## src/rtl/sar_ctrl_pkg.sv

```systemverilog
// Shared types and constants for the SAR control stage.
// Defining SAR_CTRL_MAJ_EN selects three comparator decisions per bit (majority vote).
package sar_ctrl_pkg;

    typedef logic [1:0] state_t;

    localparam state_t ST_IDLE   = 2'd0;
    localparam state_t ST_SETTLE = 2'd1;
    localparam state_t ST_STROBE = 2'd2;
    localparam state_t ST_DECIDE = 2'd3;

`ifdef SAR_CTRL_MAJ_EN
    localparam int unsigned DECISIONS_PER_BIT = 3;
`else
    localparam int unsigned DECISIONS_PER_BIT = 1;
`endif

    // Edges from the accepting edge of start to the edge that raises done.
    function automatic int unsigned conv_latency(input int unsigned n_bits,
                                                 input int unsigned settle_cycles);
        return n_bits * (settle_cycles + 2 * DECISIONS_PER_BIT);
    endfunction

endpackage

```

## src/rtl/sar_ctrl_vote.sv

```systemverilog
// Majority-of-three accumulator for repeated comparator decisions on one bit.
// Only instantiated when SAR_CTRL_MAJ_EN is defined.
module sar_ctrl_vote (
    input  logic clk,
    input  logic rst,
    input  logic clr,
    input  logic acc,
    input  logic din,
    output logic maj
);

    logic [1:0] cnt_q, cnt_d;

    always_comb begin
        cnt_d = cnt_q;
        if (clr) begin
            cnt_d = 2'd0;
        end else if (acc && din && (cnt_q != 2'd3)) begin
            cnt_d = cnt_q + 2'd1;
        end
    end

    // Includes the sample being accumulated this cycle so the final vote needs no extra cycle.
    always_comb begin
        maj = (cnt_q >= 2'd2) || ((cnt_q == 2'd1) && acc && din);
    end

    always_ff @(posedge clk or posedge rst) begin
        if (rst) begin
            cnt_q <= 2'd0;
        end else begin
            cnt_q <= cnt_d;
        end
    end

endmodule

```

## src/rtl/sar_ctrl.sv

```systemverilog
// Successive-approximation controller: strobes the comparator and resolves an N_BITS code MSB-first.
// Optional SAR_CTRL_MAJ_EN takes the majority of three comparator decisions per bit.
module sar_ctrl
    import sar_ctrl_pkg::*;
#(
    parameter int unsigned N_BITS        = 8,
    parameter int unsigned SETTLE_CYCLES = 1
) (
    input  logic              clk,
    input  logic              rst,
    input  logic              start,
    input  logic              cmp_out,
    output logic              cmp_clk,
    output logic [N_BITS-1:0] dac_code,
    output logic [N_BITS-1:0] code_out,
    output logic              busy,
    output logic              done
);

    localparam int unsigned       IDX_W    = (N_BITS > 1) ? $clog2(N_BITS) : 1;
    localparam logic [IDX_W-1:0]  IDX_MSB  = IDX_W'(N_BITS - 1);
    localparam logic [3:0]        CNT_INIT = 4'(SETTLE_CYCLES - 1);
    localparam logic [N_BITS-1:0] MSB_ONLY = {1'b1, {(N_BITS - 1){1'b0}}};

    state_t              state_q, state_d;
    logic [IDX_W-1:0]    idx_q, idx_d;
    logic [3:0]          cnt_q, cnt_d;
    logic [N_BITS-1:0]   dac_q, dac_d;
    logic [N_BITS-1:0]   code_q, code_d;
    logic                cmp_clk_q, cmp_clk_d;
    logic                busy_q, busy_d;
    logic                done_q, done_d;
    logic                bit_dec;
    logic                last_sample;

`ifdef SAR_CTRL_MAJ_EN
    logic [1:0] rep_q, rep_d;
    logic       vote_clr, vote_acc, vote_maj;

    sar_ctrl_vote u_vote (
        .clk (clk),
        .rst (rst),
        .clr (vote_clr),
        .acc (vote_acc),
        .din (cmp_out),
        .maj (vote_maj)
    );

    assign bit_dec     = vote_maj;
    assign last_sample = (rep_q == 2'(DECISIONS_PER_BIT - 1));

    always_comb begin
        rep_d    = rep_q;
        vote_acc = 1'b0;
        vote_clr = 1'b0;
        if (state_q == ST_DECIDE) begin
            vote_acc = 1'b1;
            if (last_sample) begin
                rep_d    = 2'd0;
                vote_clr = 1'b1;
            end else begin
                rep_d = rep_q + 2'd1;
            end
        end
    end

    always_ff @(posedge clk or posedge rst) begin
        if (rst) begin
            rep_q <= 2'd0;
        end else begin
            rep_q <= rep_d;
        end
    end
`else
    assign bit_dec     = cmp_out;
    assign last_sample = 1'b1;
`endif

    always_comb begin
        state_d   = state_q;
        idx_d     = idx_q;
        cnt_d     = cnt_q;
        dac_d     = dac_q;
        code_d    = code_q;
        busy_d    = busy_q;
        cmp_clk_d = 1'b0;
        done_d    = 1'b0;
        unique case (state_q)
            ST_IDLE: begin
                if (start) begin
                    dac_d   = MSB_ONLY;
                    idx_d   = IDX_MSB;
                    cnt_d   = CNT_INIT;
                    busy_d  = 1'b1;
                    state_d = ST_SETTLE;
                end
            end
            ST_SETTLE: begin
                if (cnt_q == 4'd0) begin
                    cmp_clk_d = 1'b1;
                    state_d   = ST_STROBE;
                end else begin
                    cnt_d = cnt_q - 4'd1;
                end
            end
            ST_STROBE: begin
                state_d = ST_DECIDE;
            end
            ST_DECIDE: begin
                if (!last_sample) begin
                    // Re-strobe on the same trial code; cmp_clk stays low for this cycle.
                    cmp_clk_d = 1'b1;
                    state_d   = ST_STROBE;
                end else begin
                    dac_d[idx_q] = bit_dec;
                    if (idx_q != '0) begin
                        idx_d        = idx_q - 1'b1;
                        dac_d[idx_d] = 1'b1;
                        cnt_d        = CNT_INIT;
                        state_d      = ST_SETTLE;
                    end else begin
                        code_d  = dac_d;
                        done_d  = 1'b1;
                        busy_d  = 1'b0;
                        state_d = ST_IDLE;
                    end
                end
            end
            default: state_d = ST_IDLE;
        endcase
    end

    always_ff @(posedge clk or posedge rst) begin
        if (rst) begin
            state_q   <= ST_IDLE;
            idx_q     <= IDX_MSB;
            cnt_q     <= 4'd0;
            dac_q     <= '0;
            code_q    <= '0;
            cmp_clk_q <= 1'b0;
            busy_q    <= 1'b0;
            done_q    <= 1'b0;
        end else begin
            state_q   <= state_d;
            idx_q     <= idx_d;
            cnt_q     <= cnt_d;
            dac_q     <= dac_d;
            code_q    <= code_d;
            cmp_clk_q <= cmp_clk_d;
            busy_q    <= busy_d;
            done_q    <= done_d;
        end
    end

    assign cmp_clk  = cmp_clk_q;
    assign dac_code = dac_q;
    assign code_out = code_q;
    assign busy     = busy_q;
    assign done     = done_q;

endmodule

```

## config.mk

```make
export PLATFORM = sky130hd
export DESIGN_NAME = sar_ctrl
export DESIGN_NICKNAME = d
export VERILOG_FILES = /design/src/rtl/sar_ctrl_pkg.sv /design/src/rtl/sar_ctrl_vote.sv /design/src/rtl/sar_ctrl.sv
export SDC_FILE = /design/constraint.sdc
export NUM_CORES = 1
export LEC_CHECK = 0
export ABC_AREA = 1
export CAP_MARGIN = 20
export CELL_PAD_IN_SITES_DETAIL_PLACEMENT = 1
export CELL_PAD_IN_SITES_GLOBAL_PLACEMENT = 1
export CORE_ASPECT_RATIO = 1.5
export CORE_UTILIZATION = 39
export CTS_CLUSTER_SIZE = 28
export DETAILED_ROUTE_END_ITERATION = 16
export GPL_TIMING_DRIVEN = 0
export PLACE_DENSITY_LB_ADDON = 0.15
export SYNTH_ARGS = -nofsm -noshare
export SYNTH_HDL_FRONTEND = slang
export SYNTH_HIERARCHICAL = 1
export SYNTH_SLANG_ARGS = --single-unit
```

## constraint.sdc

```tcl
create_clock -name clk -period 1.8 [get_ports clk]
set_clock_uncertainty 0.05 [all_clocks]
set_input_delay 0.36 -clock clk [delete_from_list [all_inputs] [get_ports clk]]
set_output_delay 0.36 -clock clk [all_outputs]
set_load 0.01 [all_outputs]
```

* Word-level counts from Yosys, hierarchy flattened
Cells that the tools add are included.
** Word-level totals
- Register bits after elaboration :: 28
- Input port bits :: 4
- Output and inout port bits :: 19
- Word-level logic and storage cells :: 63
** Operators by class
- Add/subtract/negate cells :: 2
- Order comparisons :: 4
- Eq/ne operators :: 8
- Muxes and demuxes :: 26
- Bitwise gates (word level) :: 2
- Reductions and logical operators :: 13
** Operators with widths (count)
- 2-to-1 mux 8 bit :: 2
- one-hot mux 8 bit (2 select lines) :: 1
- 2-to-1 mux 4 bit :: 3
- one-hot mux 4 bit (3 select lines) :: 1
- != test 2 bit, second input constant :: 5
- 2-to-1 mux 1 bit :: 9
- bitwise mux 8 bit :: 1
- less-than comparator 3 x 4 -> 1 bit, second input constant :: 2
- OR 8 bit :: 1
- one-hot mux 2 bit (4 select lines) :: 1
- demux 1 bit (select 3 bit) :: 2
- >= comparator 3 x 1 -> 1 bit, second input constant :: 2
- 2-to-1 mux 3 bit :: 2
- one-hot mux 3 bit (2 select lines) :: 1
- AND reduction 2 bit :: 3
- AND reduction 3 bit :: 2
- nonzero test 3 bit :: 2
- == test 2 bit, second input constant :: 2
- logical NOT 4 bit :: 1
- 2-to-1 mux 2 bit :: 2
- AND reduction 4 bit :: 1
- subtractor 4 x 1 -> 4 bit, second input constant :: 1
- subtractor 3 x 1 -> 3 bit, second input constant :: 1
- == test 2 x 1 -> 1 bit, second input constant :: 1
- 5 further kinds :: 6

* Depth between registers and ports, before layout
- Word-level depth :: 8
- Mapped depth :: 10
- Depth with buffers taken out :: 9

* Least setup slack after synthesis
Ideal clock, no wire load.
- Path type :: register -> register
- Start point :: register idx_q[0]
- End point :: register cnt_q[3]
- Setup time :: 127 ps
- Arrival :: 1452 ps
- Data required time :: 1623 ps
- Path slack :: 172 ps
- Stages on the path, launching flop included :: 10
- Path buffers :: 1
- Clock period less this slack :: 1628 ps
- Cell sequence :: dfstp_2 -> inv_1 -> buf_2 -> ha_1 -> inv_2 -> nor2_2 -> nand2_2 -> nand3_4 -> nand2_1 -> o21ai_0
** On the way
- Longest elaborated chain between the ends :: 3
** RTL lines
- from (decl) :: RTL line sar_ctrl.sv:26 : logic [IDX_W-1:0] idx_q, idx_d;
- from (signal assigned) :: RTL line sar_ctrl.sv:145 : idx_q <= idx_d;
- nonzero test 3 bit :: RTL line sar_ctrl.sv:116 : if (idx_q != '0) begin
- != test 2 bit (no source line)
- AND reduction 4 bit (no source line)
- to (signal assigned) :: RTL line sar_ctrl.sv:146 : cnt_q <= cnt_d;
- to (decl) :: RTL line sar_ctrl.sv:27 : logic [3:0] cnt_q, cnt_d;
No other way between the ends.
A chain may end at the register's enable or synchronous reset.

* Final worst setup path
- Start point :: register idx_q[1]
- End point :: register cnt_q[2]
The elaborated chain is that of the path after synthesis.

==> insert_results.sql <==
INSERT INTO impl_metrics (metric_group, metric, value, unit) VALUES
('grt', 'grt_pass1_vias', '1550', ''),
('power', 'vdd_ir_drop_max', '0.905', 'mV'),
('yosys', 'synth.distinct_cells', '26', ''),
('cells_and_area', 'layout.core_utilization', '0.520', ''),
('floorplan', 'initial_core_util', '0.414', ''),
('cts', 'root_buffer', 'sky130_fd_sc_hd__clkbuf_8', ''),
('cells_and_area', 'antenna_cells', '0', ''),
('sta', 'finalSetupTns', '0', 'ns'),
('cells_and_area', 'regArea', '704', 'sq um'),
('cts', 'clock_sinks', '28', ''),
('cells_and_area', 'multi_input_logic_area', '822', 'sq um'),
('sta', 'timing.max_slew.rel_slack', '0.643', ''),
('cells_and_area', 'finalNetCount', '259', ''),
('sta', 'post-route-min-period', '1.70', 'ns'),
('yosys', 'synthFlopType', 'sky130_fd_sc_hd__dfrtp_1', ''),
('grt', 'maximum_number_of_pins_on_one_net_before_global_route_repair', '19', ''),
('place', 'place_ws', '-0.0811', 'ns'),
('sta', 'timing.final.hold_violations', '0', ''),
('yosys', 'synth.cell_area', '1650', 'sq um'),
('place', 'placed_cells', '284', ''),
('worst_hold_path', 'hold_path.class', 'input pin to async pin', ''),
('yosys', 'synth.largest_area_cell', 'sky130_fd_sc_hd__dfrtp_1', ''),
('yosys', 'synth_enable_flop_cells', '0', ''),
('route', 'drc', '0', ''),
('power', 'powerDensity', '1790', 'nW/um^2'),
('sta', 'crit_path_setup_slack_layout', '0.104', 'ns'),
('sta', 'drv_slew', '0', ''),
('worst_setup_path', 'worst_setup_path_start_kind', 'flip-flop', ''),
('cells_and_area', 'finalNonFillerCells', '290', ''),
('grt', 'wire_length_of_the_first_global_routing_pass', '6920', 'microns'),
('cells_and_area', 'fraction_of_layout_cells_with_a_size_suffix_above_1', '0.147', ''),
('worst_setup_path', 'cp.required', '1.92', 'ns'),
('floorplan', 'die_h', '81.7', 'microns'),
('yosys', 'synth_seq_cells', '28', ''),
('place', 'routabilityCongestion', '0.926', ''),
('power', 'power', '3.72', 'mW'),
('yosys', 'synth.avg_cell_area', '7.65', 'sq um'),
('worst_setup_path', 'critical_path.max_fanout', '9', ''),
('floorplan', 'die_area', '4500', 'sq um'),
('sta', 'worst_pin_slew', '0.535', 'ns'),
('worst_setup_path', 'worst_ep_arrival_time', '1.81', 'ns'),
('floorplan', 'ios', '23', ''),
('yosys', 'async_set_reset_flop_share_out_of_synthesis', '1.00', ''),
('yosys', 'ys_top_cells_by_area', 'sky130_fd_sc_hd__dfrtp_1 (38%), sky130_fd_sc_hd__nand2_1 (16%), sky130_fd_sc_hd__nand3_1 (11%)', ''),
('worst_setup_path', 'timing.reg2reg.setup_slack', '0.10', 'ns'),
('worst_setup_path', 'startpoint', 'idx_q[1]', ''),
('worst_setup_path', 'critPathCaptureType', 'flip-flop', ''),
('sta', 'setup_viol', '0', ''),
('sta', 'fmax', '590', 'MHz'),
('floorplan', 'die_x_extent', '55.1', 'microns'),
('cells_and_area', 'fillCellCount', '514', ''),
('cts', 'path_clk_slew', '0.10', 'ns'),
('yosys', 'netlist.area_leader.share', '0.379', ''),
('cells_and_area', 'most-common-layout-cells', 'sky130_fd_sc_hd__nand2_1 (68), sky130_fd_sc_hd__nand3_1 (35), sky130_fd_sc_hd__dfrtp_1 (25)', ''),
('cts', 'clock_insertion_delay_worst_skew', '0.28', 'ns'),
('run_status', 'status', 'finished, final reports clean', ''),
('flow_run', 'cap_violations', '0', ''),
('grt', 'grt_util_all_layers', '0.218', ''),
('grt', 'antenna_found_initial', '0', ''),
('cts', 'cts-hold-fix-buffers', '0', ''),
('grt', 'overflow', '0', ''),
('power', 'power.leakage', '1.04', 'nW'),
('route', 'wl_per_cell', '14.4', 'microns'),
('cts', 'clock_tree.htree_level_count', '1', ''),
('yosys', 'synthCells', '216', ''),
('place', 'dpl.hpwl', '3140', 'microns'),
('route', 'via_count', '1508', ''),
('cts', 'clock_tree_from_tritoncts', 'built', ''),
('route', 'avgViaCountPerCell', '5.20', ''),
('route', 'detail-route-antenna-nets', '0', ''),
('floorplan', 'num_rows', '28', '');
-- cell type report --
type,instances,area share
Buffer,6,0.0247
Clock buffer,3,0.0199
Clock inverter,1,0.0145
Inverter,28,0.0524
Multi-Input combinational cell,154,0.396
Sequential cell,28,0.339
Tap cell,45,0.0271
Timing Repair Buffer,25,0.127
-- cells in the mapped netlist, types with 2 or more instances --
cell and count:
sky130_fd_sc_hd__a21oi_1 3, sky130_fd_sc_hd__ha_1 9, sky130_fd_sc_hd__o21ai_1 2, sky130_fd_sc_hd__dfrtp_1 25, sky130_fd_sc_hd__nand2_1 70, sky130_fd_sc_hd__dfstp_2 3
sky130_fd_sc_hd__inv_1 25, sky130_fd_sc_hd__buf_6 2, sky130_fd_sc_hd__nand4_1 4, sky130_fd_sc_hd__nand3_1 35, sky130_fd_sc_hd__o21ai_2 2, sky130_fd_sc_hd__o21ai_0 10
sky130_fd_sc_hd__nor2_1 9, sky130_fd_sc_hd__buf_2 3, sky130_fd_sc_hd__inv_2 3
-- power breakdown --
part | switching (mW) | total [mW] | leakage [nW] | internal [mW]
Clock | 0.207 | 0.505 | 0.0357 | 0.298
Combinational | 1.27 | 2.15 | 0.670 | 0.879
Sequential | 0.169 | 1.06 | 0.336 | 0.894
Total | 1.65 | 3.72 | 1.04 | 2.07
-- final timing paths --
path,endpoint,depth (start not counted)
max reg2reg,cnt_q[2],9
min,cnt_q[3],2
min reg2reg,code_out[0],2
max,cnt_q[2],9
min in group clk,code_out[0],2
max in group asynchronous,idx_q[0],3
-- layer usage --
metal	GRT usage	share of wire	vias to the layer above
li1	-	-	750
met1	0.231	0.40	735
met2	0.408	0.56	17
met3	0.0241	0.018	6
met4	0.0925	0.017	0
met5	0	0	-
-- repair_timing --
item                       4_1_cts  5_1_grt
setup endpoints to repair       16       23
gates resized for setup          2       10
setup buffers                    0        2
pin swaps                        0        0
hold endpoints to repair         0        0
-- sequential cells by signal (all words and copies together) (netlist names) --
name / count
cnt_q: 4
state_q: 2
done: 1
cmp_clk: 1
dac_code: 8
code_out: 8
busy: 1
idx_q: 3
-- per-stage QoR --
step           hold WS (ns)  area, sq um
3_3_place_gp          0.414         1930
2_1_floorplan         0.373         1650
3_5_place_dp          0.419         1960
5_1_grt               0.401         2080
4_1_cts               0.368         2040
6_report              0.359         2080
-- worst max-delay path: stages, from the launching register on --
cell                         delay [ns]
sky130_fd_sc_hd__dfstp_2           0.54
sky130_fd_sc_hd__buf_6             0.14
sky130_fd_sc_hd__clkinvlp_4        0.14
sky130_fd_sc_hd__ha_4              0.21
sky130_fd_sc_hd__inv_2             0.05
sky130_fd_sc_hd__nor2_2            0.04
sky130_fd_sc_hd__nand2_4           0.11
sky130_fd_sc_hd__nand3_4           0.12
sky130_fd_sc_hd__nand2_1           0.08
sky130_fd_sc_hd__o21ai_0           0.08
-- logic make-up (layout without fill, tap and decap cells) --
logic type,Yosys count,after routing,synth area share
AND/OR/NAND/NOR,124,124,0.336
flip-flops,28,28,0.427
buffers and inverters,34,63,0.0909
AO/OA/AOI/OAI,21,21,0.0780
adder cells (fa/ha/maj),9,9,0.0682
Power figures use the tool's default switching activity.
==> variant 1, RTL diff (same settings) <==
The parameter `N_BITS` goes from 8 to 32.
--- a/src/rtl/sar_ctrl.sv
+++ b/src/rtl/sar_ctrl.sv
@@ -3,7 +3,7 @@
 module sar_ctrl
     import sar_ctrl_pkg::*;
 #(
-    parameter int unsigned N_BITS        = 8,
+    parameter int unsigned N_BITS        = 32,
     parameter int unsigned SETTLE_CYCLES = 1
 ) (
     input  logic              clk,
Interface: changed (resized code_out and dac_code); port bits go from 23 to 71. The function was not compared with the original's and may differ.
==> variant 1 against the original RTL <==
The flow now finishes with violations (setup timing). Maximum frequency down 7.1%. Area after synthesis grew 150%. Hold slack better by 0.077 ns. Sequential cell count up 50. Design area rose to 2.9 times the old value. Total power increased by 2.3%. Setup slack got worse by 0.13 ns. Clock power grew to 3.5 times the old value. Wire length increased to 3.4 times the old value. Critical endpoint is now dac_code[7]. Largest cell class unchanged. Largest power group is now registers.
==> variant 1: results (changes against the original RTL) <==
Synth top cells by count=209 x nand2_1, 73 x dfrtp_1, 41 x o21ai_1, 37 x nor2_1, 28 x nand4_1 (was 70 x nand2_1, 35 x nand3_1, 25 x dfrtp_1, 25 x inv_1, 10 x o21ai_0); Synth area leaders=dfrtp_1 45%, nand2_1 19%, o21ai_1 5.0% (was dfrtp_1 38%, nand2_1 16%, nand3_1 11%); layout cells sized above 1=23.5% (was 14.7%); worst r2r dst=dac_code[7] (was cnt_q[2]); crit path DAT=2.01 ns (was 1.81 ns); H-tree depth=3 (was 1); Tot GR Track Use=27.0% (was 21.8%); failing checks=setup timing; Slew @ Worst Pin=0.870 ns (was 0.535 ns); IO buf count=70 (was 22); DRT Wirelength=14.2 mm (was 4.18 mm); reg2reg path depth=8 (was 9); vias per cell=5.27 (was 5.20); final worst slack=-0.0258 ns (was 0.104 ns); leak pwr=2.77 nW (was 1.04 nW); Seq/Total Area, Yosys=47.8% (was 42.7%); vias in the first global route=4373 (was 1550); Peak VDD IR=0.000554 V (was 0.000905 V); NumNets Final=661 (was 259); root buf cell=clkbuf_16 (was clkbuf_8); status=complete, but fails checks (was finished, final reports clean); CTS buffer count=9 (was 3); final setup fails=7 (was 0); post-synth cell types=27 (was 26); R2R Path Start=idx_q[0] (was idx_q[1]); setup TNS=-0.0885 ns (was 0 ns); worst skew pair latency=0.34 ns (was 0.28 ns); Clock Pin Slew Worst Setup and Hold Paths=0.06 ns (was 0.10 ns); post-DP HPWL=9.60 mm (was 3.14 mm); first-pass GRT wire length=22.4 mm (was 6.92 mm)
## variant 1: changes by cell type in the layout (fill, tap and decap cells not counted), sizes merged, moves of 4 or more
| cell | change |
|---|---|
| a22oi | +4 |
| nor2 | +35 |
| nand3 | -29 |
| dfrtp | +48 |
| clkbuf | +14 |
| clkdlybuf4s50 | +48 |
| nand4 | +24 |
| a21oi | +23 |
| nor3 | +7 |
| o21ai | +40 |
| nand2 | +141 |
| buf | +41 |
## variant 1: worst max-delay path by stage
stage	start	end	slack (ns)
after floorplan	idx_q[0]	dac_code[14]	0.03
after global placement	rst	code_out[6]	-0.44
after detailed placement	start	dac_code[15]	-0.44
after CTS	idx_q[1]	dac_code[18]	-0.008
after global routing	idx_q[1]	dac_code[13]	-0.12
final	idx_q[0]	dac_code[7]	-0.03
## variant 1: per-layer routing
| layer | vias up | wire length, µm | GRT usage, % |
|---|---|---|---|
| met2 | 90 | 7750 | 49.0 |
| met4 | 0 | 401 | 12.3 |
| met5 | - | 0 | 0 |
| li1 | 1955 | - | - |
| met1 | 2098 | 5560 | 31.0 |
| met3 | 28 | 503 | 4.13 |
## variant 1: layout make-up
class	count	area, µm²
repair buffers	99	976
flip-flops and latches	78	1960
repair inverters	1	6.26
clock inverters	5	33.8
fillers	1228	4230
inverters	30	134
well taps	141	176
plain buffers	27	264
clock buffers	11	253
multi-input cells	400	2160
## variant 1: logic make-up (layout without fill, tap and decap cells)
group | count (synthesis) | after routing | synth area share [%]
buf+inv | 57 | 173 | 6.23
flops | 78 | 78 | 47.8
compound gates | 85 | 85 | 10.6
simple gates | 302 | 302 | 31.6
fa+ha+maj | 11 | 11 | 3.36
xor+xnor | 2 | 2 | 0.427
## variant 1: stage by stage
stage | cells | instance area, µm² | hold slack (ns) | utilization [%] | setup slack [ns]
2_1_floorplan | 535 | 4110 | 0.408 | - | 0.0317
3_3_place_gp | 746 | 4980 | 0.416 | 48.9 | -0.444
3_5_place_dp | 747 | 5000 | 0.423 | 49.1 | -0.443
4_1_cts | 776 | 5590 | 0.442 | 54.9 | -0.00752
5_1_grt | 792 | 5960 | 0.463 | 58.5 | -0.124
6_report | 792 | 5960 | 0.435 | 58.5 | -0.0258
## variant 1: timing repair
item | in CTS | in global routing
setup endpoints to repair | 74 | 72
pin swaps | 8 | 25
gates resized for setup | 64 | 69
setup buffers | 10 | 15
hold buffers | 0 | 0
hold endpoints to repair | 0 | 0
gates cloned | 3 | 1
## variant 1: report_power, final
group / leakage (nW) / total [mW] / internal [mW] / switching, mW
clock: 0.138 / 1.75 / 1.01 / 0.746
combinational: 1.81 / 0.232 / 0.100 / 0.132
sequential: 0.823 / 1.82 / 1.79 / 0.0330
==> variant 2, RTL diff (config.mk and constraints unchanged) <==
Made on the original files. Remove the register `done_q`: a continuous assignment takes its place, so the output `done` follows one clock earlier.
--- a/src/rtl/sar_ctrl.sv
+++ b/src/rtl/sar_ctrl.sv
@@ -139,7 +139,6 @@
             code_q    <= '0;
             cmp_clk_q <= 1'b0;
             busy_q    <= 1'b0;
-            done_q    <= 1'b0;
         end else begin
             state_q   <= state_d;
             idx_q     <= idx_d;
@@ -148,9 +147,10 @@
             code_q    <= code_d;
             cmp_clk_q <= cmp_clk_d;
             busy_q    <= busy_d;
-            done_q    <= done_d;
         end
     end
+
+    assign done_q = done_d;
 
     assign cmp_clk  = cmp_clk_q;
     assign dac_code = dac_q;
Check against the original RTL: no difference found for any inputs over 10 cycles, from zero or initial values and one cycle with rst high; that may be too few to reach the edited logic, so the function may still have changed.
==> variant 2 against the original RTL <==
Global-route usage rose by 0.66 points. Design area did not move. Cell count rose by 1.4%. Area after synthesis fell by 1.5%. Total power fell by 2.4%. Synthesized cell count fell by 0.46%. Highest routed layer unchanged. Via count rose by 0.66%. Clock power fell by 29%. Wire length rose by 7.2%. Sequential cell count fell by 1. Setup slack got worse by 0.23 ns. The run now ends with setup timing left. Die area fell by 1.5%.
==> variant 2: results (changes against the original RTL) <==
Synth area leaders=dfrtp_1 37%, nand2_1 16%, nand3_1 11% (was dfrtp_1 38%, nand2_1 16%, nand3_1 11%); largest net degree at the start of global routing=28 (was 19); Synth Instances=215 (was 216); Synth top cells by count=70 x nand2_1, 35 x nand3_1, 25 x inv_1, 24 x dfrtp_1, 10 x o21ai_0 (was 70 x nand2_1, 35 x nand3_1, 25 x dfrtp_1, 25 x inv_1, 10 x o21ai_0); crit path DAT=1.52 ns (was 1.81 ns); DR pass1 iterations=4 (unchanged); post-route insts no fill=294 (was 290); status=complete, but fails checks (was finished, final reports clean); placed inst area=1900 µm² (was 1960 µm²); leak pwr=1.04 nW (about the same); iteration-0 DRC count of the detailed router=20 (was 18); Seq/Total Area, Yosys=41.8% (was 42.7%); worst skew pair latency=0.28 ns (about the same); failing checks=setup timing; Tot GR Track Use=22.4% (was 21.8%); first-pass GRT wire length=7.16 mm (was 6.92 mm); filler cell count in the final layout=502 (was 514); GPL Wtd Cong=0.914 (was 0.926); vias in the first global route=1526 (was 1550); Peak VDD IR=0.00103 V (was 0.000905 V); Post-Syn Nets=228 (was 229); CP Max Fanout=2 (was 9); setup TNS=-0.126 ns (was 0 ns); design area=2080 µm² (unchanged); final setup fails=1 (was 0); vias per cell=5.16 (was 5.20); slew margin rel.=79.5% (was 64.3%); final worst slack=-0.126 ns (was 0.104 ns); post-DP HPWL=3.03 mm (was 3.14 mm); NumNets Final=263 (was 259)
-- variant 2: worst max-delay path, cell delays in order (launching register included) --
cell	delay (ns)
dfstp_2	0.60
clkinvlp_4	0.13
ha_4	0.18
inv_2	0.05
nor2_2	0.04
nand2_4	0.08
inv_4	0.04
buf_6	0.11
-- variant 2: cell families after synthesis --
| family | after synthesis | share of synthesized area (%) |
|---|---|---|
| buf+inv | 34 | 9.23 |
| fa+ha+maj | 9 | 6.92 |
| flops | 27 | 41.8 |
| simple gates | 124 | 34.2 |
| compound gates | 21 | 7.92 |
-- variant 2: worst paths after layout --
check,end,slack [ns],depth (start not counted)
worst min-delay path,code_out[7],0.27,2
worst max-delay path,done,-0.13,7
max in group asynchronous,idx_q[2],0.95,3
worst max register to register,dac_code[2],0.07,10
min in group clk,code_out[6],0.44,2
worst min register to register,code_out[6],0.44,2
-- variant 2: repair_timing --
item	CTS	global route
endpoints found under the setup margin	17	10
pin swaps	1	3
hold buffers	0	0
setup buffers	5	3
gates resized for setup	13	7
gates cloned	0	0
-- variant 2: area by class of cell --
type                            count  share of cell area (%)
Clock inverter                      1                   0.241
Tap cell                           45                    2.71
Buffer                              5                    2.11
Multi-Input combinational cell    154                    39.8
Clock buffer                        3                    1.99
Timing Repair Buffer               31                    14.9
Sequential cell                    27                    32.7
Inverter                           28                    5.54
-- variant 2: layer usage --
metal  track usage [%]  part of all wire (%)
met5                 0                     0
met3              2.06                   1.6
met2              42.3                    56
met1              23.7                    39
met4              9.23                   3.2
-- variant 2: where the power goes --
part           switching, mW  internal (mW)
combinational           1.29          0.916
clock                  0.203          0.156
sequential             0.188          0.872
